`src/rtl/alu_cmd_sequencer_if.sv`:
```
// Bundle of the command, ALU-drive and response channels of the ALU command
// sequencer. The sequencer takes the slave view; the host and the ALU
// together form the master side.
interface alu_cmd_sequencer_if #(
  parameter int WIDTH = 6,
  parameter int CNT_W = 8
);
  logic             cmd_valid;
  logic             cmd_ready;
  logic [3:0]       cmd_op;
  logic [WIDTH-1:0] cmd_a;
  logic [WIDTH-1:0] cmd_b;
  logic             cmd_chain;

  logic [3:0]       alu_control;
  logic [WIDTH-1:0] alu_a;
  logic [WIDTH-1:0] alu_b;
  logic [WIDTH-1:0] alu_out;
  logic             alu_carry;
  logic             alu_zero;

  logic             rsp_valid;
  logic             rsp_ready;
  logic [WIDTH-1:0] rsp_result;
  logic             rsp_carry;
  logic             rsp_zero;
  logic             rsp_error;
  logic [CNT_W-1:0] op_count;

  // Host plus combinational ALU.
  modport master (
    output cmd_valid, cmd_op, cmd_a, cmd_b, cmd_chain, rsp_ready,
    output alu_out, alu_carry, alu_zero,
    input  cmd_ready, alu_control, alu_a, alu_b,
    input  rsp_valid, rsp_result, rsp_carry, rsp_zero, rsp_error, op_count
  );

  // The sequencer itself.
  modport slave (
    input  cmd_valid, cmd_op, cmd_a, cmd_b, cmd_chain, rsp_ready,
    input  alu_out, alu_carry, alu_zero,
    output cmd_ready, alu_control, alu_a, alu_b,
    output rsp_valid, rsp_result, rsp_carry, rsp_zero, rsp_error, op_count
  );
endinterface

```
`src/rtl/alu_cmd_sequencer.sv`:
```
// Initiator for a combinational ALU: accepts one command, holds the ALU inputs
// for a settle cycle, captures the result and returns it on a response channel.
// Supports chaining of the last successful result and rejects illegal opcodes.
module alu_cmd_sequencer #(
  parameter int WIDTH = 6,
  parameter int CNT_W = 8
) (
  input  logic             clk,
  input  logic             rst_n,
  alu_cmd_sequencer_if.slave bus
);

  typedef enum logic [1:0] {
    S_IDLE  = 2'd0,
    S_ISSUE = 2'd1,
    S_RESP  = 2'd2
  } state_t;

  localparam logic [CNT_W-1:0] CNT_ONE = {{(CNT_W-1){1'b0}}, 1'b1};

  state_t           r_state;
  state_t           w_state_next;

  logic [3:0]       r_alu_control;
  logic [WIDTH-1:0] r_alu_a;
  logic [WIDTH-1:0] r_alu_b;
  logic [WIDTH-1:0] r_last_result;
  logic             r_rsp_valid;
  logic [WIDTH-1:0] r_rsp_result;
  logic             r_rsp_carry;
  logic             r_rsp_zero;
  logic             r_rsp_error;
  logic [CNT_W-1:0] r_op_count;

  logic             w_op_legal;
  logic             w_load_ok;
  logic             w_load_err;
  logic             w_capture;
  logic             w_rsp_done;

  function automatic logic op_is_legal(input logic [3:0] op);
    case (op)
      4'b0000, 4'b0001, 4'b0010, 4'b0011,
      4'b0100, 4'b0110, 4'b0111, 4'b1000: return 1'b1;
      default:                            return 1'b0;
    endcase
  endfunction

  assign w_op_legal = op_is_legal(bus.cmd_op);

  // State register.
  always_ff @(posedge clk) begin
    if (!rst_n) r_state <= S_IDLE;
    else        r_state <= w_state_next;
  end

  // Next state and single-cycle datapath strobes.
  always_comb begin
    w_state_next = r_state;
    w_load_ok    = 1'b0;
    w_load_err   = 1'b0;
    w_capture    = 1'b0;
    w_rsp_done   = 1'b0;
    case (r_state)
      S_IDLE: begin
        if (bus.cmd_valid) begin
          if (w_op_legal) begin
            w_load_ok    = 1'b1;
            w_state_next = S_ISSUE;
          end else begin
            w_load_err   = 1'b1;
            w_state_next = S_RESP;
          end
        end
      end
      S_ISSUE: begin
        w_capture    = 1'b1;
        w_state_next = S_RESP;
      end
      S_RESP: begin
        if (bus.rsp_ready) begin
          w_rsp_done   = 1'b1;
          w_state_next = S_IDLE;
        end
      end
      default: w_state_next = S_IDLE;
    endcase
  end

  // ALU drive registers, response capture, chaining source and op counter.
  always_ff @(posedge clk) begin
    if (!rst_n) begin
      r_alu_control <= '0;
      r_alu_a       <= '0;
      r_alu_b       <= '0;
      r_last_result <= '0;
      r_rsp_valid   <= 1'b0;
      r_rsp_result  <= '0;
      r_rsp_carry   <= 1'b0;
      r_rsp_zero    <= 1'b0;
      r_rsp_error   <= 1'b0;
      r_op_count    <= '0;
    end else begin
      if (w_load_ok) begin
        r_alu_control <= bus.cmd_op;
        r_alu_b       <= bus.cmd_b;
        r_alu_a       <= bus.cmd_chain ? r_last_result : bus.cmd_a;
      end
      // Illegal opcodes skip the ALU entirely and answer after one edge.
      if (w_load_err) begin
        r_rsp_valid  <= 1'b1;
        r_rsp_result <= '0;
        r_rsp_carry  <= 1'b0;
        r_rsp_zero   <= 1'b0;
        r_rsp_error  <= 1'b1;
      end
      if (w_capture) begin
        r_rsp_valid  <= 1'b1;
        r_rsp_result <= bus.alu_out;
        r_rsp_carry  <= bus.alu_carry;
        r_rsp_zero   <= bus.alu_zero;
        r_rsp_error  <= 1'b0;
      end
      // Only consumed successful responses feed chaining and the counter.
      if (w_rsp_done) begin
        r_rsp_valid <= 1'b0;
        if (!r_rsp_error) begin
          r_last_result <= r_rsp_result;
          r_op_count    <= r_op_count + CNT_ONE;
        end
      end
    end
  end

  assign bus.cmd_ready   = (r_state == S_IDLE);
  assign bus.alu_control = r_alu_control;
  assign bus.alu_a       = r_alu_a;
  assign bus.alu_b       = r_alu_b;
  assign bus.rsp_valid   = r_rsp_valid;
  assign bus.rsp_result  = r_rsp_result;
  assign bus.rsp_carry   = r_rsp_carry;
  assign bus.rsp_zero    = r_rsp_zero;
  assign bus.rsp_error   = r_rsp_error;
  assign bus.op_count    = r_op_count;

endmodule
```
`src/flat_wrapper.sv`:
```
// flat-port wrapper written by rule: the top's interface ports become plain ports
module alu_cmd_sequencer_flat 
#(
  parameter int WIDTH = 6,
  parameter int CNT_W = 8
)
  (clk, rst_n, bus_cmd_valid, bus_cmd_op, bus_cmd_a, bus_cmd_b, bus_cmd_chain, bus_rsp_ready, bus_alu_out, bus_alu_carry, bus_alu_zero, bus_cmd_ready, bus_alu_control, bus_alu_a, bus_alu_b, bus_rsp_valid, bus_rsp_result, bus_rsp_carry, bus_rsp_zero, bus_rsp_error, bus_op_count);
  alu_cmd_sequencer_if #(.WIDTH(WIDTH), .CNT_W(CNT_W)) bus_i ();
  input  logic clk;
  input  logic rst_n;
  input wire logic [$bits(bus_i.cmd_valid)-1:0] bus_cmd_valid;
  input wire logic [$bits(bus_i.cmd_op)-1:0] bus_cmd_op;
  input wire logic [$bits(bus_i.cmd_a)-1:0] bus_cmd_a;
  input wire logic [$bits(bus_i.cmd_b)-1:0] bus_cmd_b;
  input wire logic [$bits(bus_i.cmd_chain)-1:0] bus_cmd_chain;
  input wire logic [$bits(bus_i.rsp_ready)-1:0] bus_rsp_ready;
  input wire logic [$bits(bus_i.alu_out)-1:0] bus_alu_out;
  input wire logic [$bits(bus_i.alu_carry)-1:0] bus_alu_carry;
  input wire logic [$bits(bus_i.alu_zero)-1:0] bus_alu_zero;
  output wire logic [$bits(bus_i.cmd_ready)-1:0] bus_cmd_ready;
  output wire logic [$bits(bus_i.alu_control)-1:0] bus_alu_control;
  output wire logic [$bits(bus_i.alu_a)-1:0] bus_alu_a;
  output wire logic [$bits(bus_i.alu_b)-1:0] bus_alu_b;
  output wire logic [$bits(bus_i.rsp_valid)-1:0] bus_rsp_valid;
  output wire logic [$bits(bus_i.rsp_result)-1:0] bus_rsp_result;
  output wire logic [$bits(bus_i.rsp_carry)-1:0] bus_rsp_carry;
  output wire logic [$bits(bus_i.rsp_zero)-1:0] bus_rsp_zero;
  output wire logic [$bits(bus_i.rsp_error)-1:0] bus_rsp_error;
  output wire logic [$bits(bus_i.op_count)-1:0] bus_op_count;
  assign bus_i.cmd_valid = bus_cmd_valid;
  assign bus_i.cmd_op = bus_cmd_op;
  assign bus_i.cmd_a = bus_cmd_a;
  assign bus_i.cmd_b = bus_cmd_b;
  assign bus_i.cmd_chain = bus_cmd_chain;
  assign bus_i.rsp_ready = bus_rsp_ready;
  assign bus_i.alu_out = bus_alu_out;
  assign bus_i.alu_carry = bus_alu_carry;
  assign bus_i.alu_zero = bus_alu_zero;
  assign bus_cmd_ready = bus_i.cmd_ready;
  assign bus_alu_control = bus_i.alu_control;
  assign bus_alu_a = bus_i.alu_a;
  assign bus_alu_b = bus_i.alu_b;
  assign bus_rsp_valid = bus_i.rsp_valid;
  assign bus_rsp_result = bus_i.rsp_result;
  assign bus_rsp_carry = bus_i.rsp_carry;
  assign bus_rsp_zero = bus_i.rsp_zero;
  assign bus_rsp_error = bus_i.rsp_error;
  assign bus_op_count = bus_i.op_count;
  alu_cmd_sequencer #(.WIDTH(WIDTH), .CNT_W(CNT_W)) u_core (.clk(clk), .rst_n(rst_n), .bus(bus_i));
endmodule
```
`config.mk`:
```
export PLATFORM = sky130hd
export DESIGN_NAME = alu_cmd_sequencer_flat
export DESIGN_NICKNAME = d
export VERILOG_FILES = /design/src/rtl/alu_cmd_sequencer_if.sv /design/src/rtl/alu_cmd_sequencer.sv /design/src/flat_wrapper.sv
export SDC_FILE = /design/constraint.sdc
export NUM_CORES = 1
export LEC_CHECK = 0
export ABC_AREA = 1
export BUFFER_PORTS_ARGS = -buffer_cell sky130_fd_sc_hd__buf_4
export CAP_MARGIN = 20
export CORE_AREA = 2 2 75 77
export CTS_CLUSTER_DIAMETER = 150
export DETAILED_ROUTE_END_ITERATION = 7
export DIE_AREA = 0 0 77 79
export SYNTH_ARGS = -nofsm -noshare
export SYNTH_HDL_FRONTEND = slang
export SYNTH_SLANG_ARGS = --single-unit
```
`constraint.sdc`:
```
create_clock -name clk -period 2.8 [get_ports clk]
set_clock_uncertainty 0.15 [all_clocks]
set_input_delay 0.28 -clock clk [delete_from_list [all_inputs] [get_ports clk]]
set_output_delay 0.28 -clock clk [all_outputs]
set_load 0.01 [all_outputs]
```
==> impl_summary.log <==
[metrics] sequential share of the synthesized area: 0.464
[metrics] top achievable clock speed: 632 MHz
[metrics] Min-Delay Endpoint: u_core.bus.rsp_carry
[metrics] Reg2Reg Capture Point: u_core.bus.rsp_result[2]
[metrics] reg-to-reg critical path startpoint: u_core.r_state[1]
[metrics] Final Hold Violating Endpoints: 0
[metrics] max-cap viol count: 0
[metrics] synthesis-to-layout area growth: 31.6%
[metrics] max_slew headroom: 0.563
[metrics] syn_nets: 275
[metrics] unrepaired setup endpoints after global routing: false
[metrics] clock network latency to the later pin of the worst-skew pair: 280 ps
[metrics] commonest cells after routing, fill and taps aside: buf_4, nand2_1, dfxtp_1
[metrics] Max VDD drop: 0.258 mV
[metrics] hold wc startpoint: bus_alu_carry
[metrics] Port-buffer cells: 63
[metrics] Most used DFF post-synth: dfxtp_1
[metrics] iteration-0 DRC count of the detailed router: 50
[metrics] placeable core region: 0.00534 mm²
[metrics] slew of the pin with the lowest slew margin: 655 ps
[metrics] worst hold-check slack: 96.3 ps
[metrics] Die Span X: 77 µm
[metrics] P_leak: 1.07 nW
[metrics] list of cells traversed by the critical path: inv_2 > nand2_2 > nor2_4 > nand2_1 > nand3_1 > a21oi_1
[metrics] netlist area before placement: 0.00181 mm²
[metrics] Final TNS setup: 0 ps
[metrics] Slowest Stage Delay on Critical Path: 350 ps
[metrics] sum of overflow across all layers after global routing: 0
[metrics] RePlAce Congestion: 0.735
[metrics] count of warnings emitted by yosys: 0
[metrics] startpoint-to-endpoint class of the critical path: flip-flop to flip-flop
[metrics] drt first pass iters: 4
[metrics] endpoint arrival time on the critical path: 1570 ps
[metrics] Die Span Y: 79 µm
[metrics] Mapped Avg Cell Area: 7.40 µm²
[metrics] CTS Sinks: 42
[metrics] count of vias placed by the detailed router: 1,670
[metrics] Post-CTS Setup Repair Bufs: 0
[metrics] Buf+Inv Stages, Crit Path: 1
[metrics] layer with the highest usage: met2
[metrics] overall power: 1.23 mW
[metrics] HPWL after DPL: 3.10 mm
[metrics] EDFF count, synth: 0
[metrics] met3 usage: 0.0375
[metrics] layout cells sized above 1: 0.296
[metrics] areal power density over the cells: 514 mW/mm²
[metrics] Flop pwr share: 0.528
[metrics] number of instances on the worst hold path: 3
[metrics] GRT Resource Usage Total: 0.140
[metrics] met1 track utilization from global routing: 0.191
[metrics] CTS HTree Levels: 2
[metrics] number of setup violations in the final report: 0
[metrics] Root Buffer: clkbuf_8
[metrics] number of standard cells after synthesis: 245
[metrics] initial core utilization: 0.340
[metrics] outcome: complete, no violations
[metrics] maximum number of pins on one net before global-route repair: 24
[metrics] depth of the most critical reg-to-reg path: 6
[metrics] CTS clock-pin slew for the worst setup and hold paths: 80 ps
[metrics] Die ar.: 0.00608 mm²
[metrics] Yosys cell types: 24
[metrics] Async SR Flop Fraction: 0
[metrics] Max Slew Vio Count: 0
[metrics] critical path data required time: 2790 ps
[metrics] post-route minimum period: 1580 ps
[metrics] initial antenna violation count: 0
[metrics] most common cell after layout, fill and taps aside: buf_4
[metrics] wire length of the first global-routing pass: 6.72 mm
[metrics] proportion of total power due to net switching: 0.256
[metrics] portion of total power attributed to the clock network: 0.307
[metrics] classification of the worst-slack hold path: primary input to flip-flop
[metrics] number of storage elements in the synthesis netlist: 42
[metrics] Post-layout nets: 332
[metrics] flop-to-flop setup slack: 1220 ps
[metrics] combinational group share of total power: 0.165
[metrics] Setup crit end kind: flip-flop
[metrics] TritonCTS clock tree: yes
[metrics] biggest fanout along the worst timing path: 12
[metrics] clock buffer count from CTS: 5
[metrics] cell internal power dissipation: 0.913 mW
[metrics] met2 track demand over resource: 0.208
[metrics] I/O pin total: 64
[metrics] Vias/cell: 4.48
[metrics] post-cts repair resize count: 0
[metrics] antenna-violating nets left: 0
[metrics] final routed wire length divided by cell count: 11.2 µm
[metrics] power dissipated by switching net loads: 0.315 mW
[metrics] final clock period utilization by the worst path: 0.565
[metrics] clock tree buffer depth: 2
[metrics] sum of routed wire length over all layers: 4.17 mm
[metrics] family with the most delay on the worst path: simple AND/OR/NAND/NOR gates
[metrics] Post-route DRC: 0
[metrics] standard-cell row count: 27
[metrics] type of origin of the critical path: flip-flop
[metrics] cell with the largest stage delay on the worst path: dfxtp_1
[metrics] number of antenna repair diodes: 0
[metrics] hold buffer count at CTS: 0
[metrics] via count of the first global-routing pass: 1,429
sequential cells by signal (all words and copies together), names as in the netlist:
register	flops
u_core.bus.alu_control	4
u_core.bus.rsp_zero	1
u_core.bus.rsp_error	1
u_core.r_state	2
u_core.bus.alu_b	6
u_core.bus.alu_a	6
u_core.bus.rsp_result	6
u_core.bus.rsp_valid	1
u_core.bus.op_count	8
u_core.r_last_result	6
u_core.bus.rsp_carry	1
synthesized netlist by cell type, drive strengths merged (3+ instances only):
cell / count / share of area
mux2: 6 / 0.037
inv: 25 / 0.052
a21oi: 26 / 0.078
o21ai: 9 / 0.025
nand3: 27 / 0.077
buf: 10 / 0.034
dfxtp: 42 / 0.46
nand2: 54 / 0.12
clkbuf: 3 / 0.0062
nor2: 38 / 0.091
worst max path at each step:
stage	to	slack, ps	startpoint	cells past startpoint
after global placement	u_core.bus.alu_control[3]	1240	bus_cmd_op[0]	7
after floorplan	u_core.bus.op_count[6]	1430	u_core.bus.op_count[1]	6
after CTS	u_core.bus.alu_control[1]	1200	u_core.r_state[1]	6
after detailed placement	u_core.bus.alu_control[1]	1210	bus_cmd_op[0]	9
final	u_core.bus.rsp_result[2]	1220	u_core.r_state[1]	6
after global routing	u_core.bus.alu_a[5]	1020	u_core.r_state[1]	7
per-stage QoR:
step	cells	area [µm²]	utilization	setup WS [ps]
finish	373	2390	0.447	1220
global route	373	2390	0.447	1020
CTS	373	2390	0.447	1200
detailed placement	367	2300	0.432	1210
global placement	367	2300	0.432	1240
floorplan	245	1810	-	1430
worst register-to-register path: cells and delay by family (launching register included):
kind	cells	cell delay, ps
compound gates	1	70
simple gates	4	770
flops	1	350
buf+inv	1	100
metal layers:
layer	part of all wire	vias to the layer above	routed length, µm
li1	-	886	-
met1	0.48	733	2010
met2	0.44	44	1850
met3	0.055	7	229
met4	0.018	0	75
met5	0	-	0
logic make-up after synthesis:
family	synth area share
and+or+nand+nor	0.291
DFF	0.464
buffers and inverters	0.0945
AOI/OAI and AO/OA	0.106
muxes	0.0373
adders and majority gates	0.00690
area by class of cell:
class | instances | area (µm²)
fill | 605 | 2950
tap | 72 | 90.1
sequential | 42 | 841
timing repair buffer | 63 | 473
clock buffer | 6 | 82.6
multi-input combinational | 164 | 801
inverter | 26 | 98.8
power by group through the flow:
| stage | Sequential [mW] | Clock [mW] | Combinational (mW) |
|---|---|---|---|
| 3_5_place_dp | 0.663 | 0 | 0.205 |
| 5_1_grt | 0.653 | 0.418 | 0.227 |
| 3_3_place_gp | 0.662 | 0 | 0.203 |
| 2_1_floorplan | 0.670 | 0 | 0.111 |
| 6_report | 0.648 | 0.376 | 0.203 |
| 4_1_cts | 0.649 | 0.392 | 0.206 |
Power figures use the tool's default switching activity.
